--- src/rtl/coo_aggregate_pkg.sv ---
// Shared types and default sizing for the COO graph aggregation engine.
package coo_aggregate_pkg;

    localparam int unsigned DEF_N_NODES   = 6;
    localparam int unsigned DEF_N_FEAT    = 3;
    localparam int unsigned DEF_DATA_W    = 16;
    localparam int unsigned DEF_MAX_EDGES = 8;

    typedef enum logic [2:0] {
        StIdle,
        StClear,
        StEdge,
        StRow,
        StAcc,
        StDone
    } agg_state_e;

endpackage

--- src/rtl/sat_row_adder.sv ---
// Element-wise signed addition of two packed feature rows, each element clamped to DATA_W bits.
module sat_row_adder
    import coo_aggregate_pkg::*;
#(
    parameter int unsigned N_FEAT = DEF_N_FEAT,
    parameter int unsigned DATA_W = DEF_DATA_W
) (
    input  logic [N_FEAT*DATA_W-1:0] i_a,
    input  logic [N_FEAT*DATA_W-1:0] i_b,
    output logic [N_FEAT*DATA_W-1:0] o_sum,
    output logic                     o_sat
);

    localparam logic [DATA_W-1:0] MaxVal = {1'b0, {(DATA_W - 1){1'b1}}};
    localparam logic [DATA_W-1:0] MinVal = {1'b1, {(DATA_W - 1){1'b0}}};

    logic [N_FEAT-1:0] w_clamp;

    for (genvar f = 0; f < N_FEAT; f++) begin : g_elem
        logic [DATA_W:0] w_a;
        logic [DATA_W:0] w_b;
        logic [DATA_W:0] w_wide;

        assign w_a    = {i_a[(f + 1) * DATA_W - 1], i_a[f * DATA_W +: DATA_W]};
        assign w_b    = {i_b[(f + 1) * DATA_W - 1], i_b[f * DATA_W +: DATA_W]};
        assign w_wide = w_a + w_b;
        // Overflow shows up as the two top bits of the sign-extended sum disagreeing.
        assign w_clamp[f] = w_wide[DATA_W] != w_wide[DATA_W - 1];
        assign o_sum[f * DATA_W +: DATA_W] = !w_clamp[f]     ? w_wide[DATA_W - 1:0] :
                                             w_wide[DATA_W] ? MinVal : MaxVal;
    end

    assign o_sat = |w_clamp;

endmodule

--- src/rtl/coo_aggregate.sv ---
// Walks a COO edge list and accumulates source feature rows into destination rows with saturation.
module coo_aggregate
    import coo_aggregate_pkg::*;
#(
    parameter int unsigned N_NODES   = DEF_N_NODES,
    parameter int unsigned N_FEAT    = DEF_N_FEAT,
    parameter int unsigned DATA_W    = DEF_DATA_W,
    parameter int unsigned MAX_EDGES = DEF_MAX_EDGES,
    localparam int unsigned EDGE_AW  = $clog2(MAX_EDGES),
    localparam int unsigned NODE_W   = $clog2(N_NODES),
    localparam int unsigned ROW_W    = N_FEAT * DATA_W
) (
    input  logic               i_clk,
    input  logic               i_rst,
    input  logic               i_start,
    input  logic [EDGE_AW:0]   i_num_edges,
    output logic [EDGE_AW-1:0] o_coo_addr,
    input  logic [NODE_W-1:0]  i_coo_src,
    input  logic [NODE_W-1:0]  i_coo_dst,
    output logic [NODE_W-1:0]  o_fm_row_addr,
    input  logic [ROW_W-1:0]   i_fm_row_data,
    input  logic [NODE_W-1:0]  i_rd_row,
    output logic [ROW_W-1:0]   o_rd_data,
    output logic               o_busy,
    output logic               o_done,
    output logic               o_sat_flag,
    output logic               o_idx_err
);

    localparam int unsigned CNT_W = EDGE_AW + 1;

    agg_state_e         r_state;
    logic [CNT_W-1:0]   r_num_edges;
    logic [CNT_W-1:0]   r_edge_idx;
    logic [EDGE_AW-1:0] r_coo_addr;
    logic [NODE_W-1:0]  r_fm_row_addr;
    logic [NODE_W-1:0]  r_dst;
    logic               r_edge_ok;
    logic               r_busy;
    logic               r_done;
    logic               r_sat_flag;
    logic               r_idx_err;
    logic [ROW_W-1:0]   r_acc [N_NODES];

    logic [CNT_W-1:0]   w_idx_next;
    logic [CNT_W-1:0]   w_num_clamped;
    logic               w_src_ok;
    logic               w_dst_ok;
    logic [ROW_W-1:0]   w_acc_row;
    logic [ROW_W-1:0]   w_sum_row;
    logic               w_sum_sat;

    assign w_idx_next    = r_edge_idx + CNT_W'(1);
    assign w_num_clamped = (32'(i_num_edges) > MAX_EDGES) ? CNT_W'(MAX_EDGES) : i_num_edges;
    assign w_src_ok      = 32'(i_coo_src) < N_NODES;
    assign w_dst_ok      = 32'(i_coo_dst) < N_NODES;

    always_comb begin
        w_acc_row = '0;
        o_rd_data = '0;
        for (int n = 0; n < N_NODES; n++) begin
            if (NODE_W'(n) == r_dst) w_acc_row = r_acc[n];
            if (NODE_W'(n) == i_rd_row) o_rd_data = r_acc[n];
        end
    end

    sat_row_adder #(
        .N_FEAT (N_FEAT),
        .DATA_W (DATA_W)
    ) u_adder (
        .i_a   (w_acc_row),
        .i_b   (i_fm_row_data),
        .o_sum (w_sum_row),
        .o_sat (w_sum_sat)
    );

    // Addresses are live during their own state so the one-cycle read latency lines up with the
    // following state; otherwise they hold the last value presented.
    assign o_coo_addr    = (r_state == StEdge) ? r_edge_idx[EDGE_AW-1:0] : r_coo_addr;
    assign o_fm_row_addr = (r_state == StRow) ? i_coo_src : r_fm_row_addr;

    assign o_busy     = r_busy;
    assign o_done     = r_done;
    assign o_sat_flag = r_sat_flag;
    assign o_idx_err  = r_idx_err;

    always_ff @(posedge i_clk) begin
        if (i_rst) begin
            r_state       <= StIdle;
            r_num_edges   <= '0;
            r_edge_idx    <= '0;
            r_coo_addr    <= '0;
            r_fm_row_addr <= '0;
            r_dst         <= '0;
            r_edge_ok     <= 1'b0;
            r_busy        <= 1'b0;
            r_done        <= 1'b0;
            r_sat_flag    <= 1'b0;
            r_idx_err     <= 1'b0;
            for (int n = 0; n < N_NODES; n++) r_acc[n] <= '0;
        end else begin
            r_done <= 1'b0;
            unique case (r_state)
                StIdle: begin
                    if (i_start) begin
                        r_num_edges <= w_num_clamped;
                        r_edge_idx  <= '0;
                        r_busy      <= 1'b1;
                        r_state     <= StClear;
                    end
                end
                StClear: begin
                    for (int n = 0; n < N_NODES; n++) r_acc[n] <= '0;
                    r_sat_flag <= 1'b0;
                    r_idx_err  <= 1'b0;
                    if (r_num_edges == '0) begin
                        r_done  <= 1'b1;
                        r_state <= StDone;
                    end else begin
                        r_state <= StEdge;
                    end
                end
                StEdge: begin
                    r_coo_addr <= r_edge_idx[EDGE_AW-1:0];
                    r_state    <= StRow;
                end
                StRow: begin
                    r_dst         <= i_coo_dst;
                    r_fm_row_addr <= i_coo_src;
                    r_edge_ok     <= w_src_ok && w_dst_ok;
                    r_state       <= StAcc;
                end
                StAcc: begin
                    if (r_edge_ok) begin
                        for (int n = 0; n < N_NODES; n++) begin
                            if (NODE_W'(n) == r_dst) r_acc[n] <= w_sum_row;
                        end
                        if (w_sum_sat) r_sat_flag <= 1'b1;
                    end else begin
                        r_idx_err <= 1'b1;
                    end
                    r_edge_idx <= w_idx_next;
                    if (w_idx_next < r_num_edges) begin
                        r_state <= StEdge;
                    end else begin
                        r_done  <= 1'b1;
                        r_state <= StDone;
                    end
                end
                StDone: begin
                    r_busy  <= 1'b0;
                    r_state <= StIdle;
                end
                default: begin
                    r_busy  <= 1'b0;
                    r_state <= StIdle;
                end
            endcase
        end
    end

endmodule

--- config.mk ---
export PLATFORM = sky130hd
export DESIGN_NAME = coo_aggregate
export DESIGN_NICKNAME = d
export VERILOG_FILES = /design/src/rtl/coo_aggregate_pkg.sv /design/src/rtl/sat_row_adder.sv /design/src/rtl/coo_aggregate.sv
export SDC_FILE = /design/constraint.sdc
export NUM_CORES = 1
export LEC_CHECK = 0
export BUFFER_PORTS_ARGS = -buffer_cell sky130_fd_sc_hd__buf_2
export CAP_MARGIN = 20
export CORE_ASPECT_RATIO = 2
export CORE_MARGIN = 2
export CORE_UTILIZATION = 35
export DETAILED_ROUTE_END_ITERATION = 7
export PLACE_DENSITY_LB_ADDON = 0.25
export REMOVE_ABC_BUFFERS = 1
export SLEW_MARGIN = 10
export SYNTH_ARGS = -nofsm -noshare
export SYNTH_HDL_FRONTEND = slang
export SYNTH_SLANG_ARGS = --single-unit
--- constraint.sdc ---
create_clock -name i_clk -period 8.12 [get_ports i_clk]
set_clock_uncertainty 0.15 [all_clocks]
set_input_delay 0.406 -clock i_clk [delete_from_list [all_inputs] [get_ports i_clk]]
set_output_delay 0.406 -clock i_clk [all_outputs]
set_load 0.05 [all_outputs]
# Word level (Yosys, flattened, before mapping)
# Memories as Yosys holds them, arrays and structs flattened.
# Cells that the tools add are included.
dict set report op_classes {
  addsub 4
  order_cmp 4
  eq_ne 21
  n_mux 84
  n_bitwise 13
  reduce_logical 14
}
# op count
set op_table {}
lappend op_table {{48-bit two-way mux} 24}
lappend op_table {{16-bit two-way mux} 6}
lappend op_table {{16-bit by 16-bit adder with 17-bit output} 3}
lappend op_table {{1-bit two-way mux} 41}
lappend op_table {{3-bit two-way mux} 5}
lappend op_table {{3-bit case mux with 5 select lines} 1}
lappend op_table {{2-bit by 3-bit equality test with 1-bit output (first input constant)} 4}
lappend op_table {{3-bit equality test (first input constant)} 4}
lappend op_table {{1-bit bitwise OR} 12}
lappend op_table {{3-bit logical NOT} 3}
lappend op_table {{4-bit two-way mux} 2}
lappend op_table {{1-bit case mux with 2 select lines} 4}
lappend op_table {{4-bit case mux with 2 select lines} 1}
lappend op_table {{2-bit AND reduction} 4}
lappend op_table {{1-bit by 3-bit equality test with 1-bit output (first input constant)} 2}
lappend op_table {{3-bit by 2-bit equality test with 1-bit output (second input constant)} 2}
lappend op_table {{3-bit < comparator (second input constant)} 2}
lappend op_table {{2-bit inequality test (second input constant)} 3}
lappend op_table {{4-bit by 1-bit adder with 4-bit output (second input constant)} 1}
lappend op_table {{4-bit > comparator (second input constant)} 1}
lappend op_table {{4-bit logical NOT} 1}
lappend op_table {{4-bit < comparator} 1}
lappend op_table {{2-bit nonzero test} 2}
lappend op_table {{4-bit OR reduction} 1}
lappend op_table {{other kinds (8)} 10}
dict set report totals {
  regBits 25
  ramBits 288
  input_bits 64
  out_inout_bits 58
  word_cells 152
  memories 1
}
# name words width read_ports rd_clocked_by_memory_dff wr line
set mem_list {}
lappend mem_list {r_acc 6 48 6 0 6 coo_aggregate.sv:43} ;# logic [ROW_W-1:0] r_acc [N_NODES];

# Logic depth before layout (Yosys ltp)
dict set report depth {
  ltp_word 13
  depth_mapped 17
  mapped_depth_nobuf 13
}

# Cells and area by module
# A second synthesis with hierarchy kept.
dict set report hier_totals {
  cells_unflattened 1675
  area_unflattened_um2 19124.6
}
# module instances cells_per_inst area_per_inst_um2 seq_area_each_um2
set modules_own_cells {}
lappend modules_own_cells {coo_aggregate 1 1293 16361.9 9148.8}
lappend modules_own_cells {sat_row_adder 1 382 2762.6 0.0}

# Least setup slack after synthesis
# OpenSTA, ideal clock, no wires.
dict set report synth_path {
  path_type {reg2reg}
  from {register r_dst[0]}
  to {memory r_acc[0][14] (netlist name), data pin}
  setup_time_ps 273
  arrival_ps 4229
  t_required_ps 7697
  path_slack_ps 3468
  stages_incl_launch_ff 18
  synth_period_minus_slack_ps 4652
  cell_sequence {dfxtp_1 -> clkbuf_1 -> buf_1 -> clkbuf_1 -> buf_2 -> mux2i_1 -> o22ai_1 -> ha_1 -> fa_1 -> a211oi_1 -> nor2_1 -> o21a_2 -> a41oi_2 -> a221o_1 -> nor2_1 -> buf_4 -> o21ai_0 -> nor2_1}
}
# item line
set synth_rtl {}
lappend synth_rtl {{from (decl)} coo_aggregate.sv:37} ;# logic [NODE_W-1:0] r_dst;
lappend synth_rtl {{from (signal assigned)} coo_aggregate.sv:128} ;# r_dst <= i_coo_dst;
lappend synth_rtl {{to (decl)} coo_aggregate.sv:43}

==> results <==
- The flow ran to the end, and the final reports show no timing, DRC or antenna violations.
- The via count of the first global-routing pass is ~15000.
- The pin count of the biggest net entering global routing is 49.
- The TritonCTS clock tree is done.
- The share of flip-flops with an asynchronous set or reset is 0.
- The number of setup buffers added after CTS is 0.
- The critical path in this run is classified as flip-flop to flip-flop.
- Setup violations remaining at the end of the flow were counted as 0.
- The clock root buffer master is clkbuf_16.
- The final weighted congestion in routability-driven placement is 0.8585.
- The number of cells on the worst reg-to-reg path is 13.
- For this run, global-route usage on met1 was measured as 0.2325.
- The detailed-router iteration count before antenna repair is 6.
- A synthesized cell averages roughly 11 sq um.
- For met2 alone, demand over resource in global routing was 0.4301.
- The count of final hold-check violations is 0.
- Input and output buffers added on the ports amount to 121.
- In this run the remaining antenna-violating nets after routing total 0.
- The wire length of the first global-routing pass is 87970 microns.
- The initial utilization of the core area, before any placement, comes to 0.3537.
- The die width is around 160 microns.
- The per-cell via count in the routed design is 5.708.
- The ratio of cells with drive above 1 in the final layout is 0.1638.
- Overall power consumption after layout is estimated at between 0.005 and 0.006 W.
- The final sum of negative setup slack is 0 ns.
- In this run the cell area of the synthesized design comes to between 15000 and 20000 sq um.
- The critical path startpoint is r_dst[2].
- The core region is 50940 sq um.
- The highest achievable clock rate is around 180 MHz.
- Setup repair after global routing left no endpoint under its margin.
- The area of the die is 53430 sq um.
- The sink count of the clock tree is 313.
- During I/O placement, the number of pins put on the boundary was 122.
- The multi-input combinational cells in the finished layout cover a total of between 8000 and 9000 sq um.
- Leaving out fill and tap cells, the most frequent cells in the layout are nor2_1 (364), edfxtp_1 (288), mux2i_1 (132).
- The later-pin clock latency in the skew report is approximately 0.61 ns.
- Summed over all cells, the static leakage comes to around 8 nW.
- After synthesis the netlist holds a flip-flop and latch count of 313.
- The violation count after the first detailed-routing iteration is 915.
- The worst-case IR drop observed on VDD is 0.1927 mV.
- Summing over every cut layer, the via total after detailed routing is 13770.
- The prevailing post-synth register cell is edfxtp_1.
- The most frequent standard cell in the layout excluding fill and tap cells is nor2_1.
- The met3 track demand over resource is 0.02193.
- Data arrives at the worst endpoint at 5.74 ns.
- The launching point of the worst reg2reg path is r_dst[2].
- The worst flop-to-flop path endpoint is r_acc[5][7].
- The HPWL reported at the end of detailed placement is 37800 microns.
- The die is about 320 microns tall.
- The share of the cycle needed by the critical path after routing is 0.6871.
- For this run, design rule violations remaining after detail routing come to 0.
- The largest area contributor in the netlist is edfxtp_1.
- The utilization after layout is 0.4017.
- Counting along the longest clock path gives a buffer depth of 3.
- STA classifies the critical path startpoint as a flip-flop.
- Synthesis produced a netlist whose cell count is roughly 1700.
- Counting the fill cells in the layout gives between 4000 and 5000.
- The synthesis-to-finish area growth is 13.57%.
- Of the synthesized area, sequential elements account for 0.5077.
- Dividing total power by cell area gives a power density of around 280 nW/um^2.
- The number of maximum-capacitance violations is 0.
- The cell row count is 117.
- The layer flagged by global routing as most heavily used is met2.
- The number of clock buffers added by TritonCTS is 29.
- The classification of the worst-slack hold path is primary input to flip-flop.
- The highest net fanout along the worst path is 24.
- During synthesis, Yosys emitted a total of 0 warnings.
- The number of antenna violations at the first check in global routing came to 0.
- Hold timing on the final database bottoms out at a slack of 0.05792 ns.
- The antenna diode count is 0.
- Counting I/O delays and the setup requirement, the final critical path takes about 5.6 ns.
- CTS built an H-tree with a depth of 1.
- The setup check on the worst reg-to-reg path leaves a slack of 2.54 ns.
- By area the synthesized netlist is led by edfxtp_1 (48%), nor2_1 (7.6%), mux2i_1 (7.3%).
- Yosys mapped a number of flops with a built-in enable equal to approximately 290.
- The number of nets in the layout is between 1500 and 2000.
- The relative slew slack is 0.3279.
- The clock-pin slew on the worst setup and hold paths is 0.07 ns.
- The worst endpoint required time is 8.28 ns.
- The distinct cell type count after synthesis is 68.
- The number of pins exceeding their max-slew limit in the final report came to 0.
- The flip-flop and latch area is 9155 sq um.
- The endpoint class of the critical path is a flip-flop.
- The sum of routed wire length over all layers is just under 60000 microns.
- Following the worst setup path forward leads to its endpoint at r_acc[5][7].
- At the pin with the least slew margin, the transition time is 1.004 ns.
- Across every metal layer, demand over resource in global routing totals 0.2216.
- The share of Yosys cell area claimed by the top area cell type is 0.4799.
- The total global routing overflow is 0.
- The average wire length per cell after detail routing is about 25 microns.
layout make-up:
class / count / area share
Clock buffer: 34 / 0.03736
Clock inverter: 20 / 0.01418
Inverter: 72 / 0.01321
Multi-Input combinational cell: 1161 / 0.4025
Sequential cell: 313 / 0.4474
Tap cell: 654 / 0.03999
Timing Repair Buffer: 158 / 0.04543
stage by stage:
stage / setup WS (ns) / area, sq um / instances
2_1_floorplan: 0.1967 / 17600 / 1546
3_3_place_gp: 2.720 / 19280 / 2345
3_5_place_dp: 2.652 / 19290 / 2346
4_1_cts: 2.624 / 20460 / 2412
5_1_grt: 2.193 / 20460 / 2412
6_report: 2.540 / 20460 / 2412
cells by family (layout without fill, tap and decap cells):
kind of cell | after synthesis | in the layout | share of synthesized area
simple gates | 544 | 544 | 0.1269
compound gates | 317 | 317 | 0.1139
flops | 313 | 313 | 0.5077
mux | 200 | 200 | 0.1514
buf+inv | 176 | 284 | 0.03826
fa+ha+maj | 63 | 63 | 0.04388
xor+xnor | 37 | 37 | 0.01798
synthesized netlist by cell type, types with 16 or more instances:
master	number
buf_1	16
nor3_1	25
mux4_2	57
nand2_1	74
dfxtp_1	25
o221ai_1	36
buf_2	18
ha_1	52
xnor2_1	17
edfxtp_1	288
clkbuf_1	67
o21ai_0	34
xor2_1	20
inv_1	72
mux2i_1	132
a21oi_1	113
o22ai_1	58
a21o_1	16
nor2_1	364
state kept, by name (all words and copies together), names as in the netlist, 3 cells and up:
register	flops
r_fm_row_addr	3
r_coo_addr	3
r_acc	288
r_num_edges	4
r_state	3
r_edge_idx	4
r_dst	3
repair_timing:
item	4_1_cts	5_1_grt
endpoints found under the hold margin	10	0
hold buffers	12	0
endpoints found under the setup margin	0	0
resized for setup	0	0
power breakdown:
group          internal (W)  switching, W
combinational      0.000569       0.00132
clock              0.000875      0.000673
sequential          0.00210      0.000152
worst min-delay path by stage:
| stage | depth (start not counted) | slack [ns] | endpoint | startpoint |
|---|---|---|---|---|
| after global placement | 2 | 0.31 | r_num_edges[1] | r_num_edges[1] |
| final | 5 | 0.06 | r_state[0] | i_start |
| after detailed placement | 2 | 0.32 | r_num_edges[0] | r_num_edges[0] |
| after floorplan | 2 | 0.29 | r_num_edges[0] | r_num_edges[0] |
| after global routing | 5 | 0.11 | r_state[0] | i_start |
| after CTS | 5 | 0.03 | r_state[0] | i_start |
critical path: stages, from the launching register on:
cell	delay, ns
dfxtp_2	0.78
nand2b_2	0.61
buf_4	0.47
o22ai_1	0.28
ha_1	0.31
a211oi_1	0.33
o211ai_1	0.25
a211oi_1	0.29
o21ai_0	0.14
xnor2_1	0.44
nor2_1	0.19
buf_4	0.23
o21ai_0	0.71
nor2_1	0.07
per-layer routing:
layer	wire length [microns]	vias up
li1	-	6263
met4	2691	0
met2	33110	423
met3	2448	126
met1	21250	6956
met5	0	-
No activity file was read; power rests on OpenSTA's default activity.
